[src/rtl/if_else_segment_scheduler.sv]
// ---------------------------------------------------------------------------
// if_else_segment_scheduler
//
// Purpose:
//   Shares one pipelined if/else combine unit across NUM_SEG segments. On an
//   accepted start, the condition operand and both operand arrays are
//   latched. One segment per cycle is then issued to the unit. Each result
//   that comes back is written into that segment's result register. A single
//   instance of this block therefore replaces NUM_SEG copies of the unit.
//
// Parameters:
//   WIDTH   - width of every operand and result
//   NUM_SEG - segments sequenced per run (2..16)
//   LAT     - fixed issue-to-result latency of the shared unit (1..8)
//
// Ports:
//   clk              in   clock, rising edge
//   reset            in   synchronous active-high reset, highest priority
//   start            in   one-cycle run request, only honoured when idle
//   input_bit        in   condition operand, latched at accepted start
//   array_ref_wire   in   if-operands, segment k at [k*WIDTH +: WIDTH]
//   array_ref_m_wire in   else-operands, same packing
//   unit_valid       out  issue strobe to the shared unit
//   unit_input_bit   out  latched condition operand
//   unit_ref         out  if-operand of the segment being issued
//   unit_ref_m       out  else-operand of the segment being issued
//   unit_result      in   unit output, valid LAT cycles after unit_valid
//   busy             out  run in progress (ISSUE or DRAIN)
//   done             out  one-cycle pulse once every segment is captured
//   segment_combine  out  per-segment results, same packing as operands
//
// Optional feature (macro IF_ELSE_SCHED_PERF_EN):
//   Adds output run_cycles[15:0]. It counts busy cycles of the current or
//   most recent run. It is cleared at accepted start and saturates at 16'hFFFF.
// ---------------------------------------------------------------------------
module if_else_segment_scheduler #(
  parameter int WIDTH   = 32,
  parameter int NUM_SEG = 4,
  parameter int LAT     = 2
) (
  input  logic                       clk,
  input  logic                       reset,
  input  logic                       start,
  input  logic [WIDTH-1:0]           input_bit,
  input  logic [NUM_SEG*WIDTH-1:0]   array_ref_wire,
  input  logic [NUM_SEG*WIDTH-1:0]   array_ref_m_wire,
  output logic                       unit_valid,
  output logic [WIDTH-1:0]           unit_input_bit,
  output logic [WIDTH-1:0]           unit_ref,
  output logic [WIDTH-1:0]           unit_ref_m,
  input  logic [WIDTH-1:0]           unit_result,
  output logic                       busy,
  output logic                       done,
  output logic [NUM_SEG*WIDTH-1:0]   segment_combine
`ifdef IF_ELSE_SCHED_PERF_EN
  ,
  output logic [15:0]                run_cycles
`endif
);

  localparam int IDXW = (NUM_SEG > 1) ? $clog2(NUM_SEG) : 1;
  localparam logic [IDXW-1:0] LAST_IDX = IDXW'(NUM_SEG - 1);

  typedef enum logic [1:0] {
    S_IDLE,
    S_ISSUE,
    S_DRAIN,
    S_DONE
  } state_t;

  state_t state_reg, state_next;
  logic [IDXW-1:0] idx_reg, idx_next;

  logic accept;
  logic issue;
  logic pending;

  // Operand copies taken at accepted start; the wires are free afterwards.
  logic [WIDTH-1:0]         cond_lat_reg;
  logic [NUM_SEG*WIDTH-1:0] ref_lat_reg;
  logic [NUM_SEG*WIDTH-1:0] ref_m_lat_reg;

  logic [WIDTH-1:0] ref_slot   [NUM_SEG];
  logic [WIDTH-1:0] ref_m_slot [NUM_SEG];

  // In-flight tracker: stage LAT-1 lines up with unit_result.
  logic            fl_valid_reg [LAT];
  logic [IDXW-1:0] fl_idx_reg   [LAT];
  logic            emerge_valid;
  logic [IDXW-1:0] emerge_idx;

  assign emerge_valid = fl_valid_reg[LAT-1];
  assign emerge_idx   = fl_idx_reg[LAT-1];

  // Only entries that are still behind the emerging one count as pending.
  // The emerging entry is captured on this same edge, so DONE follows
  // right after the last capture.
  always_comb begin
    pending = 1'b0;
    for (int i = 0; i < LAT - 1; i++) begin
      pending = pending | fl_valid_reg[i];
    end
  end

  // ---------------- FSM next-state / outputs ----------------
  always_comb begin
    state_next = state_reg;
    idx_next   = idx_reg;
    accept     = 1'b0;
    issue      = 1'b0;
    busy       = 1'b0;
    done       = 1'b0;
    case (state_reg)
      S_IDLE: begin
        if (start) begin
          accept     = 1'b1;
          idx_next   = '0;
          state_next = S_ISSUE;
        end
      end
      S_ISSUE: begin
        issue = 1'b1;
        busy  = 1'b1;
        if (idx_reg == LAST_IDX) begin
          state_next = S_DRAIN;
        end else begin
          idx_next = idx_reg + IDXW'(1);
        end
      end
      S_DRAIN: begin
        busy = 1'b1;
        if (!pending) begin
          state_next = S_DONE;
        end
      end
      S_DONE: begin
        done       = 1'b1;
        state_next = S_IDLE;
      end
      default: begin
        state_next = S_IDLE;
      end
    endcase
  end

  // ---------------- FSM state register and operand latches ----------------
  always_ff @(posedge clk) begin
    if (reset) begin
      state_reg     <= S_IDLE;
      idx_reg       <= '0;
      cond_lat_reg  <= '0;
      ref_lat_reg   <= '0;
      ref_m_lat_reg <= '0;
    end else begin
      state_reg <= state_next;
      idx_reg   <= idx_next;
      if (accept) begin
        cond_lat_reg  <= input_bit;
        ref_lat_reg   <= array_ref_wire;
        ref_m_lat_reg <= array_ref_m_wire;
      end
    end
  end

  // ---------------- in-flight shift register ----------------
  always_ff @(posedge clk) begin
    if (reset) begin
      for (int i = 0; i < LAT; i++) begin
        fl_valid_reg[i] <= 1'b0;
        fl_idx_reg[i]   <= '0;
      end
    end else begin
      fl_valid_reg[0] <= issue;
      fl_idx_reg[0]   <= idx_reg;
      for (int i = 1; i < LAT; i++) begin
        fl_valid_reg[i] <= fl_valid_reg[i-1];
        fl_idx_reg[i]   <= fl_idx_reg[i-1];
      end
    end
  end

  // ---------------- per-segment slices and result registers ----------------
  genvar gi;
  generate
    for (gi = 0; gi < NUM_SEG; gi++) begin : g_seg
      logic [WIDTH-1:0] slot_reg;

      assign ref_slot[gi]   = ref_lat_reg[gi*WIDTH +: WIDTH];
      assign ref_m_slot[gi] = ref_m_lat_reg[gi*WIDTH +: WIDTH];

      // A slot changes only when its own tracker entry emerges. Untouched
      // slots keep the previous run's value.
      always_ff @(posedge clk) begin
        if (reset) begin
          slot_reg <= '0;
        end else if (emerge_valid && (emerge_idx == IDXW'(gi))) begin
          slot_reg <= unit_result;
        end
      end

      assign segment_combine[gi*WIDTH +: WIDTH] = slot_reg;
    end
  endgenerate

  assign unit_valid     = issue;
  assign unit_input_bit = cond_lat_reg;
  assign unit_ref       = ref_slot[idx_reg];
  assign unit_ref_m     = ref_m_slot[idx_reg];

`ifdef IF_ELSE_SCHED_PERF_EN
  logic [15:0] run_cycles_reg;

  always_ff @(posedge clk) begin
    if (reset) begin
      run_cycles_reg <= '0;
    end else if (accept) begin
      run_cycles_reg <= '0;
    end else if (busy && (run_cycles_reg != 16'hFFFF)) begin
      run_cycles_reg <= run_cycles_reg + 16'd1;
    end
  end

  assign run_cycles = run_cycles_reg;
`endif

endmodule
[config.mk]
export PLATFORM = sky130hd
export DESIGN_NAME = if_else_segment_scheduler
export DESIGN_NICKNAME = d
export VERILOG_FILES = /design/src/rtl/if_else_segment_scheduler.sv
export SDC_FILE = /design/constraint.sdc
export NUM_CORES = 1
export LEC_CHECK = 0
export CORE_AREA = 5 5 212 214
export DETAILED_ROUTE_END_ITERATION = 10
export DIE_AREA = 0 0 217 219
export PLACE_DENSITY = 0.74
export SKIP_CTS_REPAIR_TIMING = 1
export SLEW_MARGIN = 20
export SYNTH_ARGS = -nofsm -noshare
export SYNTH_HDL_FRONTEND = slang
export SYNTH_SLANG_ARGS = --single-unit
[constraint.sdc]
create_clock -name clk -period 2.4 [get_ports clk]
set_clock_uncertainty 0.2 [all_clocks]
set_input_delay 0.36 -clock clk [delete_from_list [all_inputs] [get_ports clk]]
set_output_delay 0.36 -clock clk [all_outputs]
set_load 0.05 [all_outputs]
==> qor.yml <==
arrival_ns: 1.96
r2r_start: "state_reg[0]$_SDFFE_PP0P_"
hold_viol_final: 0
numCtsBuffers: 44
rrSetupSlack_ns: 0.39
syn_inst: 1931
rows: 76
cts_buffer_depth: 3
grt_max_degree: 82
min_from: "array_ref_wire[117]"
p_per_area_nw_per_um2: 989
ir_drop_mv: 0.611
start_kind: "flip-flop"
setup_ws_ns: -0.124
drv_slew: 0
ios: 550
core_area_um2: 42700
setup_viol: 64
syn_area_um2: 16300
ant_nets: 0
yosysTopAreaCellShare: 0.523
synth.most_common_cell: "nand2_1"
grt_pass1_wl_um: 83000
yosys_warnings: 0
finalPower_w: 0.0238
grt_usage: 0.218
synthTopCellsByCount: "nand2_1, dfxtp_1, a21oi_1"
crit_end: "unit_ref[1]"
stdcell_area_um2: 24100
routedWlPerCell_um: 18.5
cts_max_level: 2
final_util: 0.564
clk_latency_ns: 0.55
tritoncts: "done"
drt-total-wl_um: 55500
whs_ns: 0.148
dpl_cell_area_um2: 22100
dieWidth_um: 217
avgSynthCellArea_um2: 8.44
worst_slew_pin_slew_ns: 0.585
dieArea_um2: 47500
dp_cells: 2914
hp-class: "in2reg"
synth_seq_cells: 426
p_leak_nw: 8.67
end_kind: "output pin"
synth_edf_count: 0
grt_antenna_before_repair: 10
dominantRegCellSynth: "dfxtp_1"
slew_headroom: 0.609
drc: 0
yosysUniqueCellTypes: 29
final_nets: 2754
first_global_vias: 15000
criticalPathCategory: "reg2out"
status: "finished, violations left"
reg2reg_to: "ref_m_lat_reg[10]$_SDFFE_PP0P_"
drive_gt1_frac: 0.105
stdcell_count: 3010
startpoint: "idx_reg[0]$_SDFFE_PP0P_"
reg2regPathDepth: 6
async_flop_share: 0
ys_top_cells_by_area: "dfxtp_1, nand2_1, a21oi_1"
cts_sinks: 426
firstDrtPassIters: 5
grt_setup_unrepaired: "yes"
path_max_fanout: 9
ys_seq_area_frac: 0.523
cts.clk_slew.worst_paths_ns: 0.06
num_vias: 15300
fmax_mhz: 396
place.gp.congestion: 0.878
die_h_um: 219
first_iter_violations: 1340
fin_crit_sh: 1.05
place.detailed.hpwl_um: 39600
syn_nets: 2260
crit_required_ns: 1.84
io_buffers: 549
synth_top_cell_by_area: "dfxtp_1"
violations: "negative setup slack"
grt_overflow_total: 0
initial_core_util: 0.382
vias_per_cell: 5.10
finalCriticalPeriod_ns: 2.52
area_growth_pct: 47.7
root_buffer: "clkbuf_16"
maxCapViolCount: 0
-- cell usage in the layout (no fill, tap or decap), drive strengths merged --
cell type / count
buf: 114
bufinv: 4
and3b: 2
dlygate4sd3: 1
inv: 4
clkinvlp: 1
clkdlybuf4s50: 481
nand3: 1
a21oi: 416
or3b: 1
nand3b: 2
dfxtp: 426
nor2: 1
or4: 1
nor2b: 8
mux4: 64
mux2: 1
nand2: 836
clkbuf: 71
and2: 2
nor3: 1
o211a: 1
mux2i: 1
and3: 1
clkinv: 5
o41ai: 1
o311ai: 1
a211oi: 1
diode: 8
ha: 6
nor3b: 1
-- metrics by stage --
step / setup TNS [ns] / setup WS (ns)
5_1_grt: -10.24 / -0.198
3_5_place_dp: 0 / 0.217
3_3_place_gp: 0 / 0.259
2_1_floorplan: 0 / 0.453
6_report: -5.68 / -0.124
4_1_cts: -14.20 / -0.286
-- area by class of cell --
cell class	instances	area, um^2
well taps	546	683
diodes	8	20.0
clock buffers	67	1340
clock inverters	10	153
repair buffers	600	6360
fillers	3723	18600
multi-input cells	1349	6970
inverters	4	15.0
flip-flops and latches	426	8530
-- cells by family (layout without fill, tap and decap cells) --
group           Yosys count  after routing  synth area share
fa+ha+maj                 6              6           0.00461
compound gates          420            420             0.130
flops                   426            426             0.523
other cells               0              8                 0
simple gates            857            857             0.202
buf+inv                 156            681            0.0506
mux                      66             66            0.0898
-- critical path: stages, from the launching register on --
cell,delay (ns)
dfxtp_4,0.38
buf_6,0.14
buf_16,0.16
mux4_2,0.55
buf_6,0.18
-- power breakdown --
part           internal [W]  leakage [nW]  total [W]  switching (W)
clock               0.00426         0.735    0.00701        0.00276
combinational       0.00329          4.46    0.00816        0.00487
sequential          0.00810          3.48    0.00864       0.000542
-- worst min-delay path by stage --
stage	end	slack, ns	depth (start not counted)
5_1_grt	ref_m_lat_reg[122]$_SDFFE_PP0P_	0.13	3
3_3_place_gp	ref_lat_reg[87]$_SDFFE_PP0P_	0.24	2
2_1_floorplan	fl_idx_reg[0][2]$_SDFF_PP0_	0.21	1
4_1_cts	ref_lat_reg[73]$_SDFFE_PP0P_	-0.06	2
3_5_place_dp	ref_m_lat_reg[77]$_SDFFE_PP0P_	0.24	2
6_report	ref_lat_reg[117]$_SDFFE_PP0P_	0.15	3
-- metal layers --
| layer | vias to the layer above | global-route usage | share of wire |
|---|---|---|---|
| met5 | - | 0 | 0.00038 |
| met1 | 7202 | 0.263 | 0.39 |
| met4 | 4 | 0.109 | 0.046 |
| met2 | 674 | 0.363 | 0.48 |
| met3 | 125 | 0.0579 | 0.086 |
| li1 | 7341 | - | - |
No activity file was read; power rests on OpenSTA's default activity.
